$ cat config.mk
export PLATFORM = sky130hd
export DESIGN_NAME = stack_unit
export DESIGN_NICKNAME = d
export VERILOG_FILES = /design/src/rtl/stack_pkg.sv /design/src/rtl/stack_regfile.sv /design/src/rtl/stack_unit.sv
export SDC_FILE = /design/constraint.sdc
export NUM_CORES = 1
export LEC_CHECK = 0
export CORE_ASPECT_RATIO = 0.7
export CORE_UTILIZATION = 55
export DETAILED_ROUTE_END_ITERATION = 10
export PLACE_DENSITY_LB_ADDON = 0.25
export SLEW_MARGIN = 20
export SYNTH_ARGS = -nofsm -noshare
export SYNTH_HDL_FRONTEND = slang
export SYNTH_SLANG_ARGS = --single-unit
$ cat constraint.sdc
create_clock -name clk_i -period 3.5 [get_ports clk_i]
set_input_delay 0.35 -clock clk_i [delete_from_list [all_inputs] [get_ports clk_i]]
set_output_delay 0.35 -clock clk_i [all_outputs]
set_load 0.02 [all_outputs]
$ cat src/rtl/stack_pkg.sv
// Shared types and defaults for the hardware operand stack.
// The optional sticky error flags are enabled with the STACK_ERR_EN macro.
package stack_pkg;

  localparam int unsigned StackDataW = 8;
  localparam int unsigned StackDepth = 8;

  // Occupancy counter must hold 0..depth inclusive, hence one extra bit.
  function automatic int unsigned ptr_w(int unsigned depth);
    return $clog2(depth) + 1;
  endfunction

  typedef struct packed {
    logic push;
    logic pop;
    logic tos;
  } stack_cmd_t;

  typedef enum logic [2:0] {
    OpNone,
    OpPush,
    OpPop,
    OpTos,
    OpSwap,
    OpPushTos
  } stack_op_t;

  // Resolve simultaneous command pulses into one operation. Pop dominates
  // tos; push+pop on an empty stack degrades to a plain push.
  function automatic stack_op_t decode_op(stack_cmd_t cmd, logic empty);
    if (cmd.push && cmd.pop) return empty ? OpPush : OpSwap;
    if (cmd.pop)             return OpPop;
    if (cmd.push && cmd.tos) return empty ? OpPush : OpPushTos;
    if (cmd.push)            return OpPush;
    if (cmd.tos)             return OpTos;
    return OpNone;
  endfunction

endpackage

$ cat src/rtl/stack_regfile.sv
// Stack storage: one synchronous write port, one asynchronous read port.
// Contents are intentionally not reset.
module stack_regfile #(
  parameter int unsigned DATA_W = 8,
  parameter int unsigned DEPTH  = 8,
  parameter int unsigned ADDR_W = $clog2(DEPTH)
) (
  input  logic              clk_i,
  input  logic              we_i,
  input  logic [ADDR_W-1:0] waddr_i,
  input  logic [DATA_W-1:0] wdata_i,
  input  logic [ADDR_W-1:0] raddr_i,
  output logic [DATA_W-1:0] rdata_o
);

  logic [DATA_W-1:0] mem_q [DEPTH];

  always_ff @(posedge clk_i) begin
    if (we_i) begin
      mem_q[waddr_i] <= wdata_i;
    end
  end

  assign rdata_o = mem_q[raddr_i];

endmodule

$ cat src/rtl/stack_unit.sv
// LIFO operand stack driven by single-cycle push/pop/tos pulses; registered dout.
// Define STACK_ERR_EN to implement sticky overflow/underflow flags with err_clr.
module stack_unit
  import stack_pkg::*;
#(
  parameter int unsigned DATA_W = StackDataW,
  parameter int unsigned DEPTH  = StackDepth,
  parameter int unsigned PTR_W  = ptr_w(DEPTH)
) (
  input  logic              clk_i,
  input  logic              rst_ni,
  input  logic              push_i,
  input  logic              pop_i,
  input  logic              tos_i,
  input  logic [DATA_W-1:0] din_i,
  input  logic              err_clr_i,
  output logic [DATA_W-1:0] dout_o,
  output logic [PTR_W-1:0]  count_o,
  output logic              empty_o,
  output logic              full_o,
  output logic              overflow_o,
  output logic              underflow_o
);

  localparam int unsigned AddrW = $clog2(DEPTH);

  logic [PTR_W-1:0]  count_q, count_d;
  logic [DATA_W-1:0] dout_q, dout_d;
  logic              empty, full;
  stack_cmd_t        cmd;
  stack_op_t         op;
  logic              we;
  logic [AddrW-1:0]  waddr, top_addr;
  logic [DATA_W-1:0] top_data;
  logic              ovf_set, unf_set;

  assign empty    = (count_q == '0);
  assign full     = (count_q == PTR_W'(DEPTH));
  // On an empty stack this wraps to DEPTH-1; the read value is never used then.
  assign top_addr = AddrW'(count_q - PTR_W'(1));
  assign cmd      = '{push: push_i, pop: pop_i, tos: tos_i};
  assign op       = decode_op(cmd, empty);

  always_comb begin
    we      = 1'b0;
    waddr   = AddrW'(count_q);
    count_d = count_q;
    dout_d  = dout_q;
    unique case (op)
      OpPush: begin
        if (!full) begin
          we      = 1'b1;
          count_d = count_q + PTR_W'(1);
        end
      end
      OpPop: begin
        if (!empty) begin
          dout_d  = top_data;
          count_d = count_q - PTR_W'(1);
        end
      end
      OpTos: begin
        if (!empty) begin
          dout_d = top_data;
        end
      end
      OpSwap: begin
        dout_d = top_data;
        we     = 1'b1;
        waddr  = top_addr;
      end
      OpPushTos: begin
        dout_d = top_data;
        if (!full) begin
          we      = 1'b1;
          count_d = count_q + PTR_W'(1);
        end
      end
      default: ;
    endcase
  end

  // A swap on a full stack frees the slot it reuses, so it is not an overflow.
  assign ovf_set = push_i & full & (op != OpSwap);
  assign unf_set = (pop_i | tos_i) & empty;

  always_ff @(posedge clk_i or negedge rst_ni) begin
    if (!rst_ni) begin
      count_q <= '0;
      dout_q  <= '0;
    end else begin
      count_q <= count_d;
      dout_q  <= dout_d;
    end
  end

`ifdef STACK_ERR_EN
  logic ovf_q, ovf_d, unf_q, unf_d;

  assign ovf_d = ovf_set | (ovf_q & ~err_clr_i);
  assign unf_d = unf_set | (unf_q & ~err_clr_i);

  always_ff @(posedge clk_i or negedge rst_ni) begin
    if (!rst_ni) begin
      ovf_q <= 1'b0;
      unf_q <= 1'b0;
    end else begin
      ovf_q <= ovf_d;
      unf_q <= unf_d;
    end
  end

  assign overflow_o  = ovf_q;
  assign underflow_o = unf_q;
`else
  logic unused_err;
  assign unused_err  = ^{err_clr_i, ovf_set, unf_set};
  assign overflow_o  = 1'b0;
  assign underflow_o = 1'b0;
`endif

  stack_regfile #(
    .DATA_W(DATA_W),
    .DEPTH (DEPTH),
    .ADDR_W(AddrW)
  ) u_regfile (
    .clk_i  (clk_i),
    .we_i   (we),
    .waddr_i(waddr),
    .wdata_i(din_i),
    .raddr_i(top_addr),
    .rdata_o(top_data)
  );

  assign dout_o  = dout_q;
  assign count_o = count_q;
  assign empty_o = empty;
  assign full_o  = full;

endmodule

=== After elaboration in Yosys (flattened, before gate mapping) ===
Memories as Yosys holds them, arrays and structs flattened.
Cells that the tools add are included.
W data, S select, Z words.

* $add $sub $neg: 2
* Eq/ne operators: 9
* Muxes and demuxes: 37
* Reduce and logical (&&, ||, !) cells: 10

{| class="wikitable"
|+ Operators with widths
! kind !! number
|-
| $mux W3 || 13
|-
| $mux W1 || 18
|-
| $pmux W8 S2 || 1
|-
| $mux W4 || 2
|-
| $mux W8 || 1
|-
| $pmux W4 S2 || 1
|-
| $eq A3 B2 Y1 const B || 2
|-
| $eq A3 B3 Y1 const B || 2
|-
| $ne A2 B2 Y1 const B || 3
|-
| $reduce_or A2 Y1 || 3
|-
| $add A4 B1 Y4 const B || 1
|-
| $eq A4 B4 Y1 const B || 1
|-
| $logic_not A4 Y1 || 1
|-
| $reduce_bool A2 Y1 || 2
|-
| $sub A4 B1 Y4 const B || 1
|-
| $eq A3 B1 Y1 const B || 1
|-
| $reduce_and A3 Y1 || 1
|-
| $logic_and A1 B1 Y1 || 2
|-
| $pmux W1 S2 || 1
|-
| $reduce_and A2 Y1 || 1
|}

* Flip-flop bits (word level): 12
* RAM bits: 64
* Bits of input ports: 14
* Output and inout port bits: 16
* Memories kept: 1

{| class="wikitable"
|+ Memories
! memory !! words !! bits a word !! read ports !! clocked after memory_dff !! wr ports !! RTL line !! text
|-
| u_regfile.mem_q || 8 || 8 || 1 || 0 || 1 || stack_regfile.sv:16 || <nowiki>logic [DATA_W-1:0] mem_q [DEPTH];</nowiki>
|}

=== Depth between registers and ports, before layout ===
Gate-level depths: netlist of the first run.

* Word-level depth: 22
* Gate-level depth with buffers: 10
* Depth with buffers taken out: 7

=== Hierarchy ===
Synthesis of the first run repeated with hierarchy kept, for this count alone.

* Cell total of the unflattened synthesis: 177
* Area, all modules: 3265.6 um^2

{| class="wikitable"
|+ Modules (own cells, without submodules)
! module !! times used !! cells an instance !! area an instance (um^2) !! sequential area each (um^2)
|-
| stack_regfile || 1 || 106 || 2531.2 || 1921.8
|-
| stack_unit || 1 || 71 || 734.5 || 300.3
|}

=== Worst setup path before layout of the first run ===
No wires, ideal clock.

* Path type: reg2reg
* Start point: register count_q[0], in the netlist count_o[0]
* End point: memory u_regfile.mem_q[2][0] (enable)
* Setup time: 0.383 ns
* Arrival time: 2.608 ns
* Slack: 0.508 ns
* Stages on the path, launching flop included: 8
* Path buffers: 3
* Clock period less this slack: 2.992 ns
* Cells stage by stage: dfrtp_1 buf_2 inv_1 ha_1 clkbuf_2 buf_1 o31a_1 nor3_1

* Longest elaborated chain between the ends: 17
* Elaborated cells between the ends (all ways): 24

{| class="wikitable"
|+ Ends and longest elaborated chain
! item !! RTL line !! text
|-
| start, declared || stack_unit.sv:27 || <nowiki>logic [PTR_W-1:0] count_q, count_d;</nowiki>
|-
| start signal, assigned || stack_unit.sv:92 || <nowiki>count_q <= count_d;</nowiki>
|-
| $logic_not A4 Y1 || stack_unit.sv:37 || <nowiki>assign empty = (count_q == '0);</nowiki>
|-
| $mux W3 (2 in a row) || stack_pkg.sv:31 || <nowiki>if (cmd.push && cmd.pop) return empty ? OpPush : OpSwap;</nowiki>
|-
| $mux W3 || stack_pkg.sv:32 || <nowiki>if (cmd.pop) return OpPop;</nowiki>
|-
| $mux W3 || stack_pkg.sv:33 || <nowiki>if (cmd.push && cmd.tos) return empty ? OpPush : OpPushTos;</nowiki>
|-
| $mux W3 || stack_pkg.sv:34 || <nowiki>if (cmd.push) return OpPush;</nowiki>
|-
| $mux W3 || stack_pkg.sv:35 || <nowiki>if (cmd.tos) return OpTos;</nowiki>
|-
| $mux W3 || stack_pkg.sv:36 || <nowiki>return OpNone;</nowiki>
|-
| $mux W3 || stack_pkg.sv:35 ||
|-
| $mux W3 || stack_pkg.sv:34 ||
|-
| $mux W3 || stack_pkg.sv:33 ||
|-
| $mux W3 || stack_pkg.sv:32 ||
|-
| $eq A3 B3 Y1 or $eq A3 B1 Y1 (tied branches) || stack_unit.sv:49 || <nowiki>unique case (op)</nowiki>
|-
| $reduce_or A2 Y1 (no line) || n/a ||
|-
| $pmux W1 S2 || stack_unit.sv:49 ||
|-
| $mux W1 || stack_regfile.sv:19 || <nowiki>if (we_i) begin</nowiki>
|-
| $mux W1 (not written as such) || stack_regfile.sv:20 || <nowiki>mem_q[waddr_i] <= wdata_i;</nowiki>
|-
| end, declared || stack_regfile.sv:16 ||
|}

Parallel ways exist; a longest one is shown, timed or not. The select of a mux whose other input is x is not followed.

=== Worst setup path after layout of the first run ===
* Start point: register count_q[1], in the netlist count_o[1]
* End point: output port empty_o

* Longest elaborated chain between the ends: 1

{| class="wikitable"
|+ Ends and longest elaborated chain
! item !! RTL line !! text
|-
| $logic_not A4 Y1 || stack_unit.sv:37 ||
|-
| end, declared || stack_unit.sv:19 || <nowiki>output logic empty_o,</nowiki>
|}

No other way between the ends.

==> results of run 1 <==
## state kept, by name, indices dropped and copies added (netlist names)
register and count:
u_regfile.mem_q 64, count_o 4, dout_o 8
## metrics by stage
step	setup slack [ps]	hold WS, ps
global placement	999	507
detailed placement	872	523
finish	709	348
global route	554	378
CTS	703	351
floorplan	508	54.4
## layer usage
| layer | vias to the layer above | share of wire (%) |
|---|---|---|
| met5 | - | 0 |
| met4 | 0 | 0.97 |
| met3 | 9 | 6.8 |
| met2 | 67 | 50 |
| met1 | 876 | 42 |
| li1 | 803 | - |
## worst reg2reg max path, delay by kind of cell, from the launching register on
family / cells / cell delay [ps]
compound gates: 1 / 300
buf+inv: 2 / 310
fa+ha+maj: 1 / 860
simple gates: 1 / 440
flops: 1 / 480
## cell families (layout without fill, tap and decap cells)
group / Yosys count / count (layout) / share of synthesized area [%]
xor gates and xnor gates: 4 / 4 / 1.34
adders and majority gates: 2 / 2 / 0.785
and+or+nand+nor: 36 / 36 / 6.17
buffers and inverters: 13 / 62 / 2.36
DFF: 76 / 76 / 69.8
muxes: 26 / 26 / 14.5
other: 1 / 2 / 0.118
AOI/OAI and AO/OA: 22 / 22 / 4.99
## Yosys cell counts (2+ instances only)
library cell / instances
buf_4: 4
nor2b_1: 3
o21ai_0: 3
mux4_2: 16
ha_1: 2
a21oi_1: 8
and3_1: 2
a211oi_1: 2
buf_2: 2
edfxtp_1: 64
dfrtp_1: 12
nor3_1: 9
xnor2_1: 2
o21ai_1: 2
inv_1: 2
mux2i_1: 9
nand2_1: 2
nor2_1: 12
## placed cells by master, fill, tap and decap left out, drive strengths merged, types with 2 or more instances in the layout
master | Yosys | layout
inv | 3 | 3
xor2 | 2 | 2
mux2i | 9 | 9
bufinv | 0 | 2
conb | 1 | 2
clkinv | 0 | 2
nor3 | 9 | 9
clkdlybuf4s50 | 0 | 26
nand2 | 2 | 2
nor2b | 3 | 3
nor2 | 12 | 12
a21oi | 8 | 8
a221oi | 2 | 2
mux4 | 16 | 16
clkbuf | 2 | 11
edfxtp | 64 | 64
a211oi | 2 | 2
xnor2 | 2 | 2
dfrtp | 12 | 12
o21ai | 5 | 5
ha | 2 | 2
and3 | 2 | 2
buf | 8 | 17
## final timing paths
path / start / to / cells after the start
max: count_o[1] / empty_o / 5
min: rst_ni / count_o[3] / 1
max reg2reg: count_o[1] / u_regfile.mem_q[0][7] / 5
min reg2reg: dout_o[1] / dout_o[1] / 2
max in group asynchronous: rst_ni / dout_o[5] / 1
min in group clk_i: dout_o[1] / dout_o[1] / 2
## area by class of cell
class	count	share of cell area [%]
inverters	3	0.295
flip-flops and latches	76	58.3
repair buffers	43	10.2
clock buffers	11	3.45
clock inverters	5	2.00
multi-input cells	92	23.4
well taps	72	2.36
## where the power goes
part	internal [W]	switching (W)	leakage, nW
clock network	0.000398	0.000289	0.101
logic	0.000685	0.000775	0.530
registers	0.00118	0.000102	0.719
==> results.md, run 1 <==
- Status: finished clean
- CTS tree: done
- Layout Skew: about 9.5 ps
- First DRT Iteration DRCs: about 180
- Setup TNS: 0 ps
- CP max stage cell: clkdlybuf4s50_1
- Top-area cell type share of the netlist area: between 60 and 70%
- WP data required: 3150 ps
- Non-Filler Instances: ~300
- Longest Clk Path Bufs: 2
- CTS root buf: clkbuf_8
- Die W: slightly above 90 um
- Site row count: 22
- Vias: ~1800
- Core area: 5400 sq um
- Crit path max-delay family: buffers and inverters
- LEAKAGE: between 1 and 1.5 nW
- ANT nets after route: 0
- Final period util: 79.8%
- Cts repair resizes: 0
- Nets: approximately 240
- # fillers: 350
- Critical Path Fanout Max: 9
- CTS Buf Count: 9
- Synth area leaders: edfxtp_1, mux4_2, dfrtp_1, mux2i_1, nor3_1
- Congestion Overflow GR: 0
- DRC viols: 0
- Synthesized area: ~3200 sq um
- Multi-input logic area: between 800 and 900 sq um
- Syn Area/Cell: 17.7 sq um
- Die Y: about 66 um
- Ant. Diodes: 0
- Count of endpoints failing setup in the final report: 0
- GRT met3 Usage: approximately 6.4%
- GR peak layer: met2
- Sequential share of the synthesized area: roughly 70%
- I/O pins: 30
- CP Cell Sequence: inv_1 > ha_1 > or3b_4 > inv_2 > clkdlybuf4s50_1
- CP Capture Type: output port
- Mapped Cells: between 150 and 200
- Worst slew margin: a little over two fifths
- Measured slew at the worst slew-check pin: ~870 ps
- Synth unique cells: between 40 and 50
- Kind of critical path: reg2out
- CTS Sinks: 76
- IO Port Bufs: 26
- Min-Delay Path Class: in2async
- Synth warn: 0
- First-pass GRT wire length: just under 10000 um
- Ys flop type: edfxtp_1
- Number of synthesized flops with an enable pin: 64
- Startpoint class of the critical path: flip-flop
- Unrepaired setup endpoints after global routing: false
- Buf/Inv on CP: 3
- DRT Wirelength: 6070 um
- M1 GR Usage: 30.5%
- Clock slew at reported path FFs: 70 ps
- Post-CTS Setup Inserts: 0
- Max-slew violations: 0
- VDD IR-drop max: ~0.00043 V
- Pwr dens: around 900 nW/um^2
- FF+latch count, synth: 76
- GPL Wtd Cong: roughly 0.8
- Internal reg-to-reg setup slack: ~820 ps
- Final Hold Viols: 0
- Post-synth ARST share: approximately 16%
- Die area: 6110 sq um
- Layout cells sized above 1: 22.6%
- Post-Place Cells: 286
- Fmax: about 360 MHz
- Routing usage on met2: 37.0%
- Initial core utilization: 59.0%
- Initial antenna violation count: 0
- Area leader, netlist: edfxtp_1
- Number of global-route vias before repair: around 1800
- DR WL/cell: approximately 20 um
- H-tree depth: 3
- Min cycle time layout: 2790 ps
- Clk_lat worst skew: about 340 ps
- Post-DP Area: between 3000 and 4000 sq um
- MaxCap Viol Count: 0
- Slowest cell delay on critical path: 610 ps
- Largest net degree at the start of global routing: 24
- GRT Total Usage: 23.2%
- Router iterations before antenna repair: 4
- Reg area: between 2000 and 2500 sq um
- Worst EP arrival: between 2000 and 2500 ps
- Final instance area: between 3000 and 4000 sq um
- HPWL after DPL: 4230 um
- Overall Power: 0.00343 W
- Synthesis-to-finish area growth: 19.6%
- Fin util: between 70% and 80%
- Vias per inst: roughly 5.8
- Cts hold-fix bufs: 0
No activity file was read; power rests on OpenSTA's default activity.
==> run 2: changes to the inputs <==
--- a/config.mk
+++ b/config.mk
@@ -6,7 +6,7 @@
 export NUM_CORES = 1
 export LEC_CHECK = 0
 export CORE_ASPECT_RATIO = 0.7
-export CORE_UTILIZATION = 55
+export CORE_UTILIZATION = 51
 export DETAILED_ROUTE_END_ITERATION = 10
 export PLACE_DENSITY_LB_ADDON = 0.25
 export SLEW_MARGIN = 20
==> constraint.sdc (replaced) <==
create_clock -name clk_i -period 2.4 [get_ports clk_i]
set_input_delay 0.24 -clock clk_i [delete_from_list [all_inputs] [get_ports clk_i]]
set_output_delay 0.24 -clock clk_i [all_outputs]
set_load 0.02 [all_outputs]
==> results.md, run 2 (same netlist as run 1, synthesis figures left out) <==
- Status: finished clean (unchanged)
- Post-CTS Setup Inserts: 0 (unchanged)
- Min-Delay Path Class: in2async (unchanged)
- CP Capture Type: flip-flop (was output port)
- Layout cells sized above 1: 29.1% (was 22.6%)
- Internal reg-to-reg setup slack: 120 ps (was 820 ps)
- Reg2reg end: u_regfile.mem_q[2][7] (was u_regfile.mem_q[0][7])
- CTS tree: done (unchanged)
- Layout Skew: 4.90 ps (was 9.47 ps)
- Count of endpoints failing setup in the final report: 0 (unchanged)
- Min cycle time layout: around 2300 ps
- MaxCap Viol Count: 0 (unchanged)
- Max-slew violations: 0 (unchanged)
- I/O pins: 30 (unchanged)
- IO Port Bufs: 26 (unchanged)
- Unrepaired setup endpoints after global routing: false (unchanged)
- Commonest cells after routing, fill and taps aside: edfxtp_1, clkdlybuf4s50_1, mux4_2, buf_4, nor2_1 (was edfxtp_1, clkdlybuf4s50_1, buf_4, mux4_2)
- Critical Path Fanout Max: 9 (unchanged)
- First-pass GRT wire length: 9480 um (was 9680 um)
- Overall Power: 0.00515 W (was 0.00343 W)
- CP max stage cell: or3b_4 (was clkdlybuf4s50_1)
- Fmax: 439 MHz
- ANT nets after route: 0 (unchanged)
- GRT Total Usage: 21.4% (was 23.2%)
- Worst Hold Slack: 226 ps (was 348 ps)
- Worst slew margin: 38.0% (was 41.9%)
- Clock slew at reported path FFs: 70 ps (about the same)
- GPL Wtd Cong: 0.799 (was 0.801)
- Largest Register: u_regfile.mem_q (unchanged)
- Worst EP arrival: 2340 ps (was 2440 ps)
- RR Startpoint: count_o[0] (was count_o[1])
- Die Y: 68.1 um (was 65.7 um)
- Final setup margin: 121 ps (was 709 ps)
- LEAKAGE: 1.37 nW (was 1.35 nW)
- Measured slew at the worst slew-check pin: 904 ps (was 871 ps)
- DRT Wirelength: 6010 um (was 6070 um)
- CTS Buf Count: 9 (unchanged)
- Synthesis-to-finish area growth: 23.9% (was 19.6%)
- Site row count: 23 (was 22)
- Kind of critical path: reg2reg (was reg2out)
- First DRT Iteration DRCs: 92 (was 184)
- Multi-input logic area: 1050 sq um (was 892 sq um)
- Crit path max-delay family: simple AND/OR/NAND/NOR gates (was buffers and inverters)
- Largest net degree at the start of global routing: 24 (unchanged)
- Number of global-route vias before repair: 1732 (was 1785)
- Startpoint class of the critical path: flip-flop (unchanged)
- R2R depth: 8 (was 5)
- Congestion Overflow GR: 0 (unchanged)
- Dpl ws: 72.0 ps (was 872 ps)
- Initial core utilization: 54.3% (was 59.0%)
- Router iterations before antenna repair: 4 (unchanged)
- H-tree depth: 3 (unchanged)
- # fillers: 407 (was 350)
- Pwr dens: 1300 nW/um^2 (was 899 nW/um^2)
- VDD IR-drop max: 0.000669 V (was 0.000431 V)
- DRC viols: 0 (unchanged)
- Vias per inst: 5.71 (was 5.81)
- CP Cell Sequence: inv_4 > ha_4 > or3b_4 > inv_6 > o21ai_4 > o31a_1 > nor3_4 > buf_12 (was inv_1 > ha_1 > or3b_4 > inv_2 > clkdlybuf4s50_1)
- Slowest cell delay on critical path: 450 ps (was 610 ps)
- WP data required: 2460 ps (was 3150 ps)
- Reg area: 2220 sq um (about the same)
- Final Hold Viols: 0 (unchanged)
- Ant. Diodes: 0 (unchanged)
- Fin util: 67.2% (was 70.6%)
- Longest Clk Path Bufs: 2 (unchanged)
- Vias: 1725 (was 1755)
- Nets: 238 (was 241)
- Core area: 5870 sq um (was 5400 sq um)
- CTS root buf: clkbuf_8 (unchanged)
- Buf/Inv on CP: 3 (unchanged)
- CTS Sinks: 76 (unchanged)
- HPWL after DPL: 4030 um (was 4230 um)
- Initial antenna violation count: 0 (unchanged)
- Most common cell after layout, fill and taps aside: edfxtp_1 (unchanged)
- DR WL/cell: 19.9 um (was 20.1 um)
- Clk_lat worst skew: 340 ps (about the same)
- Final period util: a little over nine tenths
- Die area: 6570 sq um (was 6110 sq um)
- Die W: 96.5 um (was 93.0 um)
- Max reg flops: 64 (unchanged)
-- run 2: cell count changes in the layout (fill, tap and decap cells not counted), sizes merged --
cell           previous run  this run
bufinv                    2         1
clkbuf                   11        10
clkdlybuf4s50            26        25
dlygate4sd2               0         1
clkinv                    2         4
buf                      17        14
-- run 2: layout make-up --
| class | instances | share of cell area (%) |
|---|---|---|
| inverters | 3 | 0.475 |
| clock buffers | 10 | 3.23 |
| multi-input cells | 92 | 26.7 |
| well taps | 75 | 2.38 |
| repair buffers | 40 | 9.54 |
| clock inverters | 6 | 1.39 |
| flip-flops and latches | 76 | 56.3 |
-- run 2: how the worst max path moves through the flow --
stage                          start                     to  slack [ps]  cells after the start
after floorplan           count_o[0]  u_regfile.mem_q[2][0]         -60                      9
after global placement    count_o[0]  u_regfile.mem_q[6][5]         140                      7
after detailed placement  count_o[1]  u_regfile.mem_q[5][4]          70                      7
after CTS                 count_o[0]  u_regfile.mem_q[5][1]          50                      7
after global routing      count_o[0]  u_regfile.mem_q[2][7]          40                      8
final                     count_o[0]  u_regfile.mem_q[2][7]         120                      8
-- run 2: per-stage QoR --
stage / cells / cell area (sq um) / TNS, ps
floorplan: 181 / 3340 / -468
global placement: 286 / 3740 / 0
detailed placement: 286 / 3740 / 0
CTS: 302 / 3920 / 0
global route: 302 / 3950 / 0
finish: 302 / 3950 / 0
-- run 2: where the power goes --
group	total, W	leakage [nW]	switching, W	internal (W)
registers	0.00184	0.718	0.000119	0.00172
logic	0.00240	0.561	0.00130	0.00111
clock network	0.000905	0.0911	0.000435	0.000470
total	0.00515	1.37	0.00185	0.00330
-- run 2: per-layer routing --
metal | global-route usage [%] | part of all wire, % | vias to the layer above
met5 | 0 | 0 | -
met4 | 7.17 | 0.88 | 0
met3 | 6.33 | 4.8 | 5
met2 | 32.6 | 48 | 47
met1 | 29.9 | 47 | 876
li1 | - | - | 797
-- run 2: worst register-to-register path: stages (launching register included) --
cell     delay [ps]
dfrtp_2         430
inv_4            80
ha_4            190
or3b_4          450
inv_6           110
o21ai_4          70
o31a_1          230
nor3_4          270
buf_12          160
-- run 2: what timing repair did --
item	4_1_cts	5_1_grt
hold buffers	0	0
resized for setup	1	4
endpoints found under the setup margin	1	15
pin swaps	0	0
